[src/rtl/store_buffer_pkg.sv]
// Shared types and constants for the posted-store queue.
package store_buffer_pkg;

    // Data memory is indexed by the low 13 address bits; overlap is tested there.
    localparam int DM_ADDR_BITS = 13;

    localparam logic [2:0] SB_SIZE_BYTE = 3'd1;
    localparam logic [2:0] SB_SIZE_HALF = 3'd2;
    localparam logic [2:0] SB_SIZE_WORD = 3'd4;

    typedef struct packed {
        logic [31:0] address;
        logic [31:0] data;
        logic [2:0]  size;
    } sb_entry_t;

    // Sizes above a word are treated as a word write.
    function automatic logic [2:0] sb_clamp_size(input logic [2:0] size);
        return (size > SB_SIZE_WORD) ? SB_SIZE_WORD : size;
    endfunction

endpackage

[src/rtl/store_buffer_if.sv]
// Pipeline-side and data-memory-side signals of the store buffer.
interface store_buffer_if;
    logic        st_valid;
    logic [31:0] st_address;
    logic [31:0] st_data;
    logic [2:0]  st_size;
    logic        st_ready;
    logic        ld_valid;
    logic [31:0] ld_address;
    logic        ld_stall;
    logic [31:0] dm_address;
    logic [31:0] dm_data;
    logic [2:0]  dm_size;
    logic        empty;

    // Pipeline / environment side.
    modport master (
        output st_valid, st_address, st_data, st_size, ld_valid, ld_address,
        input  st_ready, ld_stall, dm_address, dm_data, dm_size, empty
    );

    // Store buffer side.
    modport slave (
        input  st_valid, st_address, st_data, st_size, ld_valid, ld_address,
        output st_ready, ld_stall, dm_address, dm_data, dm_size, empty
    );
endinterface

[src/rtl/sb_overlap.sv]
// Byte-window overlap between one queued store and a 4-byte load,
// evaluated modulo the data-memory size so windows wrap at the top.
module sb_overlap
    import store_buffer_pkg::*;
(
    input  logic [DM_ADDR_BITS-1:0] entry_address,
    input  logic [2:0]              entry_size,
    input  logic [DM_ADDR_BITS-1:0] load_address,
    output logic                    hit
);
    logic [DM_ADDR_BITS-1:0] load_ofs;
    logic [DM_ADDR_BITS-1:0] entry_ofs;

    // Two windows on a ring overlap iff one's start lies inside the other.
    assign load_ofs  = load_address - entry_address;
    assign entry_ofs = entry_address - load_address;

    assign hit = (entry_size != 3'd0) &&
                 ((load_ofs < DM_ADDR_BITS'(entry_size)) ||
                  (entry_ofs < DM_ADDR_BITS'(SB_SIZE_WORD)));
endmodule

[src/rtl/store_buffer.sv]
// Posted-store queue: accepts one store per cycle, drains one per free
// memory cycle, gives loads priority and stalls loads that hit a pending store.
module store_buffer
    import store_buffer_pkg::*;
#(
    parameter int DEPTH = 4
) (
    input  logic           clk,
    input  logic           reset,
    store_buffer_if.slave  sb
);
    localparam int PTR_W = $clog2(DEPTH);

    sb_entry_t        entries_reg [DEPTH];
    logic [PTR_W-1:0] head_reg, head_next;
    logic [PTR_W-1:0] tail_reg, tail_next;
    logic [PTR_W:0]   count_reg, count_next;

    logic [DEPTH-1:0] valid;
    logic [DEPTH-1:0] hit;
    logic             is_empty;
    logic             load_owns;
    logic             push;
    logic             pop;
    sb_entry_t        head_entry;

    // Per-slot occupancy and overlap comparators.
    generate
        for (genvar gi = 0; gi < DEPTH; gi++) begin : g_slot
            logic [PTR_W-1:0] offset;
            assign offset    = PTR_W'(gi) - head_reg;
            assign valid[gi] = {1'b0, offset} < count_reg;

            sb_overlap u_overlap (
                .entry_address (entries_reg[gi].address[DM_ADDR_BITS-1:0]),
                .entry_size    (entries_reg[gi].size),
                .load_address  (sb.ld_address[DM_ADDR_BITS-1:0]),
                .hit           (hit[gi])
            );
        end
    endgenerate

    assign is_empty    = (count_reg == '0);
    assign head_entry  = entries_reg[head_reg];
    assign sb.empty    = is_empty;
    assign sb.st_ready = (count_reg != (PTR_W + 1)'(DEPTH));
    assign sb.ld_stall = sb.ld_valid && |(valid & hit);
    assign load_owns   = sb.ld_valid && !sb.ld_stall;
    assign pop         = !load_owns && !is_empty;
    assign push        = sb.st_valid && sb.st_ready && (sb.st_size != 3'd0);

    // Memory port arbitration: unstalled load first, then head drain, else idle.
    always_comb begin
        sb.dm_address = '0;
        sb.dm_data    = '0;
        sb.dm_size    = '0;
        if (reset) begin
            if (load_owns) begin
                sb.dm_address = sb.ld_address;
            end else if (!is_empty) begin
                sb.dm_address = head_entry.address;
                sb.dm_data    = head_entry.data;
                sb.dm_size    = head_entry.size;
            end
        end
    end

    // Pointer and occupancy update for push, pop, or both.
    always_comb begin
        head_next  = head_reg;
        tail_next  = tail_reg;
        count_next = count_reg;
        if (pop) begin
            head_next = head_reg + 1'b1;
        end
        if (push) begin
            tail_next = tail_reg + 1'b1;
        end
        case ({push, pop})
            2'b10:   count_next = count_reg + 1'b1;
            2'b01:   count_next = count_reg - 1'b1;
            default: count_next = count_reg;
        endcase
    end

    // Queue control state; reset empties the queue immediately.
    always_ff @(posedge clk or negedge reset) begin
        if (!reset) begin
            head_reg  <= '0;
            tail_reg  <= '0;
            count_reg <= '0;
        end else begin
            head_reg  <= head_next;
            tail_reg  <= tail_next;
            count_reg <= count_next;
        end
    end

    // Entry storage; contents are meaningful only under the valid window.
    always_ff @(posedge clk) begin
        if (push && reset) begin
            entries_reg[tail_reg].address <= sb.st_address;
            entries_reg[tail_reg].data    <= sb.st_data;
            entries_reg[tail_reg].size    <= sb_clamp_size(sb.st_size);
        end
    end
endmodule

[src/flat_wrapper.sv]
// flat-port wrapper written by rule: the top's interface ports become plain ports
module store_buffer_flat import store_buffer_pkg::*;
#(
    parameter int DEPTH = 4
)
  (clk, reset, sb_st_valid, sb_st_address, sb_st_data, sb_st_size, sb_ld_valid, sb_ld_address, sb_st_ready, sb_ld_stall, sb_dm_address, sb_dm_data, sb_dm_size, sb_empty);
  store_buffer_if sb_i ();
  input  logic clk;
  input  logic reset;
  input wire logic [$bits(sb_i.st_valid)-1:0] sb_st_valid;
  input wire logic [$bits(sb_i.st_address)-1:0] sb_st_address;
  input wire logic [$bits(sb_i.st_data)-1:0] sb_st_data;
  input wire logic [$bits(sb_i.st_size)-1:0] sb_st_size;
  input wire logic [$bits(sb_i.ld_valid)-1:0] sb_ld_valid;
  input wire logic [$bits(sb_i.ld_address)-1:0] sb_ld_address;
  output wire logic [$bits(sb_i.st_ready)-1:0] sb_st_ready;
  output wire logic [$bits(sb_i.ld_stall)-1:0] sb_ld_stall;
  output wire logic [$bits(sb_i.dm_address)-1:0] sb_dm_address;
  output wire logic [$bits(sb_i.dm_data)-1:0] sb_dm_data;
  output wire logic [$bits(sb_i.dm_size)-1:0] sb_dm_size;
  output wire logic [$bits(sb_i.empty)-1:0] sb_empty;
  assign sb_i.st_valid = sb_st_valid;
  assign sb_i.st_address = sb_st_address;
  assign sb_i.st_data = sb_st_data;
  assign sb_i.st_size = sb_st_size;
  assign sb_i.ld_valid = sb_ld_valid;
  assign sb_i.ld_address = sb_ld_address;
  assign sb_st_ready = sb_i.st_ready;
  assign sb_ld_stall = sb_i.ld_stall;
  assign sb_dm_address = sb_i.dm_address;
  assign sb_dm_data = sb_i.dm_data;
  assign sb_dm_size = sb_i.dm_size;
  assign sb_empty = sb_i.empty;
  store_buffer #(.DEPTH(DEPTH)) u_core (.clk(clk), .reset(reset), .sb(sb_i));
endmodule
[config.mk]
export PLATFORM = sky130hd
export DESIGN_NAME = store_buffer_flat
export DESIGN_NICKNAME = d
export VERILOG_FILES = /design/src/rtl/store_buffer_pkg.sv /design/src/rtl/store_buffer_if.sv /design/src/rtl/sb_overlap.sv /design/src/rtl/store_buffer.sv /design/src/flat_wrapper.sv
export SDC_FILE = /design/constraint.sdc
export NUM_CORES = 1
export LEC_CHECK = 0
export CAP_MARGIN = 15
export CORE_ASPECT_RATIO = 1.1
export CORE_MARGIN = 10
export CORE_UTILIZATION = 40
export CTS_BUF_LIST = sky130_fd_sc_hd__clkbuf_2 sky130_fd_sc_hd__clkbuf_4 sky130_fd_sc_hd__clkbuf_8
export CTS_CLUSTER_SIZE = 14
export DETAILED_ROUTE_END_ITERATION = 7
export PLACE_DENSITY = 0.71
export RECOVER_POWER = 25
export SYNTH_ARGS = -nofsm -noshare
export SYNTH_HDL_FRONTEND = slang
export SYNTH_SLANG_ARGS = --single-unit
[constraint.sdc]
create_clock -name clk -period 7.71 [get_ports clk]
set_input_delay 1.542 -clock clk [delete_from_list [all_inputs] [get_ports clk]]
set_output_delay 1.542 -clock clk [all_outputs]
set_load 0.05 [all_outputs]
==> results of run 1 <==
[final cells by class]
type	count	area, um2
diodes	6	15.0
inverters	100	375
clock buffers	55	713
well taps	513	642
fillers	3430	19600
flip-flops and latches	275	8230
multi-input cells	856	7480
repair buffers	231	2850
clock inverters	18	320
[how the worst max path moves through the flow]
stage | to | slack, ps | depth (start not counted) | start
after floorplan | sb_dm_address[27] | 950 | 16 | sb_ld_address[0]
after global placement | sb_dm_address[22] | 320 | 16 | sb_ld_address[3]
after detailed placement | sb_dm_address[16] | 200 | 18 | sb_ld_address[0]
after CTS | sb_dm_address[16] | 210 | 18 | sb_ld_address[0]
after global routing | sb_dm_address[24] | 3 | 18 | sb_ld_address[0]
final | sb_dm_address[18] | 200 | 18 | sb_ld_address[0]
[power by group]
part / internal (mW) / switching [mW] / leakage, nW
clock network: 0.907 / 0.567 / 0.529
registers: 1.81 / 0.134 / 2.51
logic: 1.03 / 1.17 / 4.87
total: 3.74 / 1.87 / 7.91
[worst register-to-register path, delay by kind of cell, from the launching register on]
kind	cells	cell delay, ps
compound gates	4	1280
flops	1	890
fa+ha+maj	3	870
xor+xnor	3	580
buf+inv	3	420
simple gates	5	920
[layout by cell type (no fill, tap or decap), drive strengths merged, types with 13 or more instances in the layout]
cell type / synthesis / final
ha: 113 / 113
a211oi: 17 / 17
o21ai: 47 / 47
xor2: 24 / 24
a31oi: 13 / 13
nor2b: 16 / 16
edfxtp: 268 / 268
and3: 45 / 45
a21oi: 67 / 67
mux4: 67 / 67
nand2: 76 / 76
a21o: 28 / 28
dlygate4sd3: 0 / 41
inv: 100 / 101
or3b: 32 / 32
buf: 15 / 127
clkdlybuf4s50: 0 / 62
clkbuf: 56 / 56
nor2: 43 / 43
xnor2: 28 / 28
a21boi: 40 / 40
nand3: 15 / 15
[per-layer routing]
layer / wire (um) / up-vias
met5: 74 / -
met2: 23600 / 356
met4: 1050 / 12
met3: 3420 / 85
met1: 18400 / 5945
li1: - / 5417
[logic make-up after synthesis]
| group | Yosys count | share of synthesized area, % |
|---|---|---|
| AO/OA/AOI/OAI | 302 | 12.9 |
| XOR/XNOR | 52 | 2.79 |
| adder cells (fa/ha/maj) | 118 | 9.26 |
| buffers and inverters | 171 | 4.13 |
| flip-flops | 275 | 50.3 |
| multiplexers | 78 | 9.91 |
| AND/OR/NAND/NOR | 306 | 10.7 |
==> qor.txt, run 1 <==
RR Startpoint = u_core.head_reg[0]
Final worst path period share = 97.5%
Final instance area = 20600 um2
Family with the most delay on the worst path = compound AO/OA/AOI/OAI gates
Slew headroom = -25.8%
Crit-path max FO = 35
CORE AREA = 40300 um2
Worst-margin pin slew = 1890 ps
Worst Reg2Reg Path Length in Cells = 18
Fin. max-slew vios = 44
Synth Instances = 1302
Reg2reg setup slack = 2690 ps
CTS buffer count = 41
Die X = 213 um
Placed Cells incl. Taps = 1975
Worst Path Buf+Inv = 5
Initial antenna violation count = 12
Worst EP arrival = 5970 ps
Rows = 77
Number of flops mapped to enable cells by yosys = 268
Top Usage Layer GRT = met2
Global route total overflow = 0
Total I/O pin count = 173
CP Launch Type = input pin
Crit-path cells = clkdlybuf4s50_1, inv_1, ha_1, inv_1, fa_1, ha_1, a21boi_0, o21ai_0, o2111a_1, nand4_1, nor4_1, o2111ai_1, o311a_1, and4_4, buf_12, or3b_1, a21boi_1, buf_12
FF-to-FF End = u_core.count_reg[2]
DRC = 0
Final core occ = 51.2%
Min Clock Period, post-route = 7510 ps
Syn_area_per_cell = 12.6 um2
Number of distinct library cells after synthesis = 86
Hold EP = u_core.count_reg[1]
Top achievable clock speed = 0.133 GHz
Commonest cells post-synth = 268 x edfxtp_1, 113 x ha_1, 100 x inv_1
All-layer global routing usage = 18.5%
Nets = 1726
Wirelength, routed = 46600 um
Hold_ws = 542 ps
Largest net degree at the start of global routing = 57
Pre-CTS setup slack = 201 ps
Worst endpoint required time = 6170 ps
RSZ-0062 raised after global routing = no
HPWL after DPL = 34000 um
Most frequent cell after synthesis = edfxtp_1
H-tree levels = 2
GR Util met1 = 21.6%
Worst hold stages = 2
Max-cap violation count = 1
Max reg flops = 268
Met3 usage = 5.25%
Routability cong. = 0.905
Clk pin slew, worst setup/hold paths = 60 ps
Layout area overhead = 26.2%
Number of global-route vias before repair = 12200
Die H = 232 um
Pwr dens = 272 nW/um2
Drt initial violations = 789
Hold WC Path Type = reg -> reg
Yosys top cell area share = 49.2%
Clock root buffer = clkbuf_8
Setup TNS Final = 0 ps
DP Area = 19600 um2
Initial core utilization = 40.6%
Via count = 11800
Synth warn = 0
Total power = 5.61 mW
Post-CTS setup buffers = 0
Status = complete, but fails checks
Hold Fails Final Rpt = 0
Synth Flop Type = edfxtp_1
CTS Buffer Depth = 3
Failing checks = max-capacitance violations, max-slew violations
Synth async-reset ratio = 2.55%
Hold_buf cts = 0
Port bufs = 172
Worst Skew = 21.8 ps
Worst path max stage delay = 490 ps
Synth area leader = edfxtp_1
Worst hold start = u_core.count_reg[1]
Post-route ant nets = 0
Final setup violation count = 0
CP max stage cell = clkdlybuf4s50_1
Post-route insts no fill = 2054
CP Capture Type = output port
Vias/cell = 5.75
CTS sink count = 275
Mapped cell area = 16300 um2
First-pass GRT wire length = 71000 um
Synth area leaders = edfxtp_1 49%, mux4_2 9.2%, ha_1 8.6%
Synth Net Count = 1523
Sequential area share after synthesis = 50.3%
Met2 usage = 32.5%
Die area = 49400 um2
1st-pass router iterations = 5
Setup ws final = 196 ps
Kind of critical path = in -> out
Share of cells above drive strength 1 = 19.4%
CTS tree = built
DR WL/cell = 22.7 um
Worst IR drop on VDD = 247 uV
Leak Pwr = 7.91 nW
Worst skew pair latency = 560 ps
Post-CTS Resized = 0
Seq cells post-synth = 275
No activity file was read; power rests on OpenSTA's default activity.
==> run 2, diff against run 1 <==
--- a/config.mk
+++ b/config.mk
@@ -10,7 +10,7 @@
 export CORE_MARGIN = 10
 export CORE_UTILIZATION = 40
 export CTS_BUF_LIST = sky130_fd_sc_hd__clkbuf_2 sky130_fd_sc_hd__clkbuf_4 sky130_fd_sc_hd__clkbuf_8
-export CTS_CLUSTER_SIZE = 14
+export CTS_CLUSTER_SIZE = 28
 export DETAILED_ROUTE_END_ITERATION = 7
 export PLACE_DENSITY = 0.71
 export RECOVER_POWER = 25
==> constraint.sdc (replaced) <==
create_clock -name clk -period 8.5 [get_ports clk]
set_input_delay 1.7 -clock clk [delete_from_list [all_inputs] [get_ports clk]]
set_output_delay 1.7 -clock clk [all_outputs]
set_load 0.05 [all_outputs]
==> qor.txt, run 2 (synthesis results as in run 1) <==
Status = complete, no violations
CTS Buffer Depth = 3
Worst-margin pin slew = 1000 ps
Final core occ = 49.6%
Post-route insts no fill = 2022
Max reg flops = 268
DR WL/cell = 22.4 um
CORE AREA = 40300 um2
Post-route ant nets = 0
Post-CTS setup buffers = 0
Worst endpoint required time = 6800 ps
Worst hold stages = 2
Slew headroom = 33.0%
Share of cells above drive strength 1 = 17.6%
Most frequent cells in the layout = 268 x edfxtp_1, 113 x ha_1, 100 x inv_1, 76 x nand2_1, 67 x mux4_2
Worst Path Buf+Inv = 3
First-pass GRT wire length = 69500 um
Largest net degree at the start of global routing = 79
Hold_ws = 548 ps
Global route total overflow = 0
CP Launch Type = input pin
Total I/O pin count = 173
FF-to-FF End = u_core.count_reg[2]
Nets = 1696
Layout area overhead = 22.1%
Crit-path cells = clkdlybuf4s50_1, inv_1, ha_1, xor2_1, o31a_1, o41ai_1, o2111ai_1, a2111o_1, nor4_1, nor4_1, and4_4, or3b_2, a21boi_1, buf_12
Setup ws final = 251 ps
Leak Pwr = 7.61 nW
1st-pass router iterations = 5
Pre-CTS setup slack = 410 ps
CP Capture Type = output port
Pwr dens = 239 nW/um2
Commonest non-fill, non-tap cell in the layout = edfxtp_1
Port bufs = 172
Min Clock Period, post-route = 8250 ps
Family with the most delay on the worst path = simple AND/OR/NAND/NOR gates
Wirelength, routed = 45200 um
Drt initial violations = 971
Via count = 11700
Worst EP arrival = 6550 ps
Reg2reg setup slack = 3220 ps
Placed Cells incl. Taps = 1945
Final setup violation count = 0
Worst path max stage delay = 580 ps
Rows = 77
Cell mode on critical path = nor4_1
Number of global-route vias before repair = 12000
Vias/cell = 5.77
All-layer global routing usage = 18.0%
Hold Fails Final Rpt = 0
Total power = 4.76 mW
Hold EP = u_core.count_reg[1]
Routability cong. = 0.925
DRC = 0
CTS sink count = 275
CP max stage cell = o41ai_1
CTS tree = built
Hold_buf cts = 0
Fin. max-slew vios = 0
Initial core utilization = 40.6%
Final worst path period share = 97.0%
Max-cap violation count = 0
Crit-path max FO = 66
Worst hold start = u_core.count_reg[1]
Clk pin slew, worst setup/hold paths = 60 ps
Die X = 213 um
DP Area = 19100 um2
Post-CTS Resized = 0
HPWL after DPL = 32600 um
Top achievable clock speed = 0.121 GHz
Die area = 49400 um2
Kind of critical path = in -> out
Die H = 232 um
Hold WC Path Type = reg -> reg
RR Startpoint = u_core.entries_reg[0][39]
Worst skew pair latency = 540 ps
Initial antenna violation count = 8
CTS buffer count = 41
H-tree levels = 2
Worst Skew = 23.5 ps
Final instance area = 20000 um2
Clock root buffer = clkbuf_8
Setup TNS Final = 0 ps
RSZ-0062 raised after global routing = no
Worst IR drop on VDD = 204 uV
Worst Reg2Reg Path Length in Cells = 17
==> run 2: cell count changes in the layout (fill, tap and decap cells not counted), moves of 2 or more <==
| cell | before | now |
|---|---|---|
| clkinv_4 | 2 | 0 |
| clkbuf_8 | 48 | 42 |
| diode_2 | 6 | 4 |
| bufinv_16 | 9 | 2 |
| buf_12 | 69 | 51 |
| clkbuf_4 | 7 | 14 |
| clkinv_2 | 1 | 3 |
| clkinv_1 | 5 | 8 |
| buf_4 | 58 | 46 |
==> run 2: tightest hold or removal path, delay by kind of cell, from the launching register on <==
family | cells | cell delay (ps)
AOI/OAI and AO/OA | 1 | 70
DFF | 1 | 380
and+or+nand+nor | 1 | 60
==> run 2: report_power, final <==
part | internal, mW | switching [mW]
sequential | 1.64 | 0.112
clock | 0.587 | 0.490
combinational | 0.876 | 1.06
==> run 2: layout make-up <==
class                           count  area [um2]
Clock buffer                       56         683
Clock inverter                     17         141
Tap cell                          513         642
Inverter                          100         375
Antenna cell                        4        10.0
Sequential cell                   275        8230
Timing Repair Buffer              201        2400
Multi-Input combinational cell    856        7470
Fill cell                        3486       20300
==> run 2: worst max path at each step <==
stage | startpoint | to | slack (ps) | cells after the start
final | sb_ld_address[4] | sb_dm_address[31] | 250 | 14
after global routing | sb_ld_address[1] | sb_dm_address[31] | 60 | 15
after CTS | sb_ld_address[3] | sb_dm_address[31] | 380 | 15
after detailed placement | sb_ld_address[4] | sb_dm_address[31] | 410 | 14
after global placement | sb_ld_address[3] | sb_dm_address[10] | 410 | 15
after floorplan | sb_ld_address[0] | sb_dm_address[27] | 1430 | 16
==> run 2: per-layer routing <==
layer  up-vias  routed length (um)  GRT usage, %
li1       5373                   -             -
met1      5844               18200          21.6
met2       360               23100          31.7
met3        76                2880          4.04
met4         4                1020          4.87
met5         -                  23             0
==> patch, RTL diff (flow settings as in run 2) <==
Set the package constant `DM_ADDR_BITS` to 12 (it was 13).
--- a/src/rtl/store_buffer_pkg.sv
+++ b/src/rtl/store_buffer_pkg.sv
@@ -2,7 +2,7 @@
 package store_buffer_pkg;
 
     // Data memory is indexed by the low 13 address bits; overlap is tested there.
-    localparam int DM_ADDR_BITS = 13;
+    localparam int DM_ADDR_BITS = 12;
 
     localparam logic [2:0] SB_SIZE_BYTE = 3'd1;
     localparam logic [2:0] SB_SIZE_HALF = 3'd2;
Behaviour: not the same (Yosys sat finds a counterexample within 4 cycles, from zero or initial values and one cycle with reset low).
==> patch against run 2 <==
Combinational power is 4% higher; worst setup slack improved by 0.13 ns; power grew 2.6%; sequential cell count did not move; critical path depth grew 2; routed wire length decreased by 0.29%; die area decreased by 1.6%; highest routed layer unchanged; clock power rose by 5%; synthesized area fell by 1.8%; design area decreased by 0.18%.
==> patch: results (changes against run 2) <==
* Status: completed (unchanged)
* Crit-path max FO at 46 (was 66)
* Top post-synthesis cells by count: edfxtp_1 (268), nand2_1 (153), ha_1 (105) (was edfxtp_1 (268), ha_1 (113), inv_1 (100))
* Post-DP HPWL at 32200 µm (was 32600 µm)
* Layout cell share with drive strength beyond 1 at 0.186 (was 0.176)
* Met1 Use GR at 0.237 (was 0.216)
* Pre-CTS setup slack at 0.376 ns (was 0.410 ns)
* Crit-path slowest cell: a2111oi_1 (was o41ai_1)
* R2r worst-path depth at 19 (was 17)
* Vias in the first global route at 11713 (was 11978)
* Final RePlAce weighted congestion at 0.951 (was 0.925)
* Critical Path End: sb_dm_address[0] (was sb_dm_address[31])
* Critical Path Start: sb_ld_address[0] (was sb_ld_address[4])
* Main combinational cell family by area after synthesis: simple AND/OR/NAND/NOR gates (was compound AO/OA/AOI/OAI gates)
* Worst hold margin at 0.503 ns (was 0.548 ns)
* CTS buffer count at 44 (was 41)
* Overall Power at 4890 µW (was 4760 µW)
* Tightest Pin Transition at 1.13 ns (was 1.00 ns)
* Post-DP Area at 19000 µm² (was 19100 µm²)
* Routed via count at 11423 (was 11657)
* First-pass GRT wire length at 69500 µm (about the same)
* Yosys top cell area share at 0.501 (was 0.492)
* Clock Latency Late Sink at 0.58 ns (was 0.54 ns)
* Initial DRC Count at 826 (was 971)
* Pin count of the biggest net entering global routing at 68 (was 79)
* Sequential element share of the synthesized area at 0.512 (was 0.503)
* DR WL/cell at 22.2 µm (was 22.4 µm)
* Global Route met3 Usage at 0.0513 (was 0.0404)
* Post-synthesis mux area share at 0.119 (was 0.0991)
* Nets at 1692 (was 1696)
* Worst R2R Start: u_core.head_reg[0] (was u_core.entries_reg[0][39])
* Synth cell types at 79 (was 86)
-- patch: cell types whose count changed in the layout (fill, tap and decap cells not counted), moves of 12 or more --
cell	delta
nor3_1	+22
buf_12	+18
a21o_1	-13
buf_4	-20
nand3_1	+14
nor3_2	+18
or3b_1	-26
mux2i_1	+28
and3_1	-33
nand2_1	+77
inv_1	-12
a21boi_1	-33
-- patch: per-layer routing --
layer / up-vias / wire, µm
li1: 5283 / -
met1: 5627 / 19100
met2: 420 / 21300
met3: 79 / 3560
met4: 14 / 1060
met5: - / 84
-- patch: report_power, final --
group,switching (µW),internal [µW],total [µW]
Combinational,1110,891,2010
Sequential,113,1640,1750
Clock,517,610,1130
-- patch: area by class of cell --
type	count	area (µm²)
Antenna cell	9	22.5
Inverter	90	338
Timing Repair Buffer	198	2610
Clock inverter	19	136
Sequential cell	275	8230
Tap cell	507	634
Clock buffer	62	753
Multi-Input combinational cell	870	7200
Fill cell	3356	19500
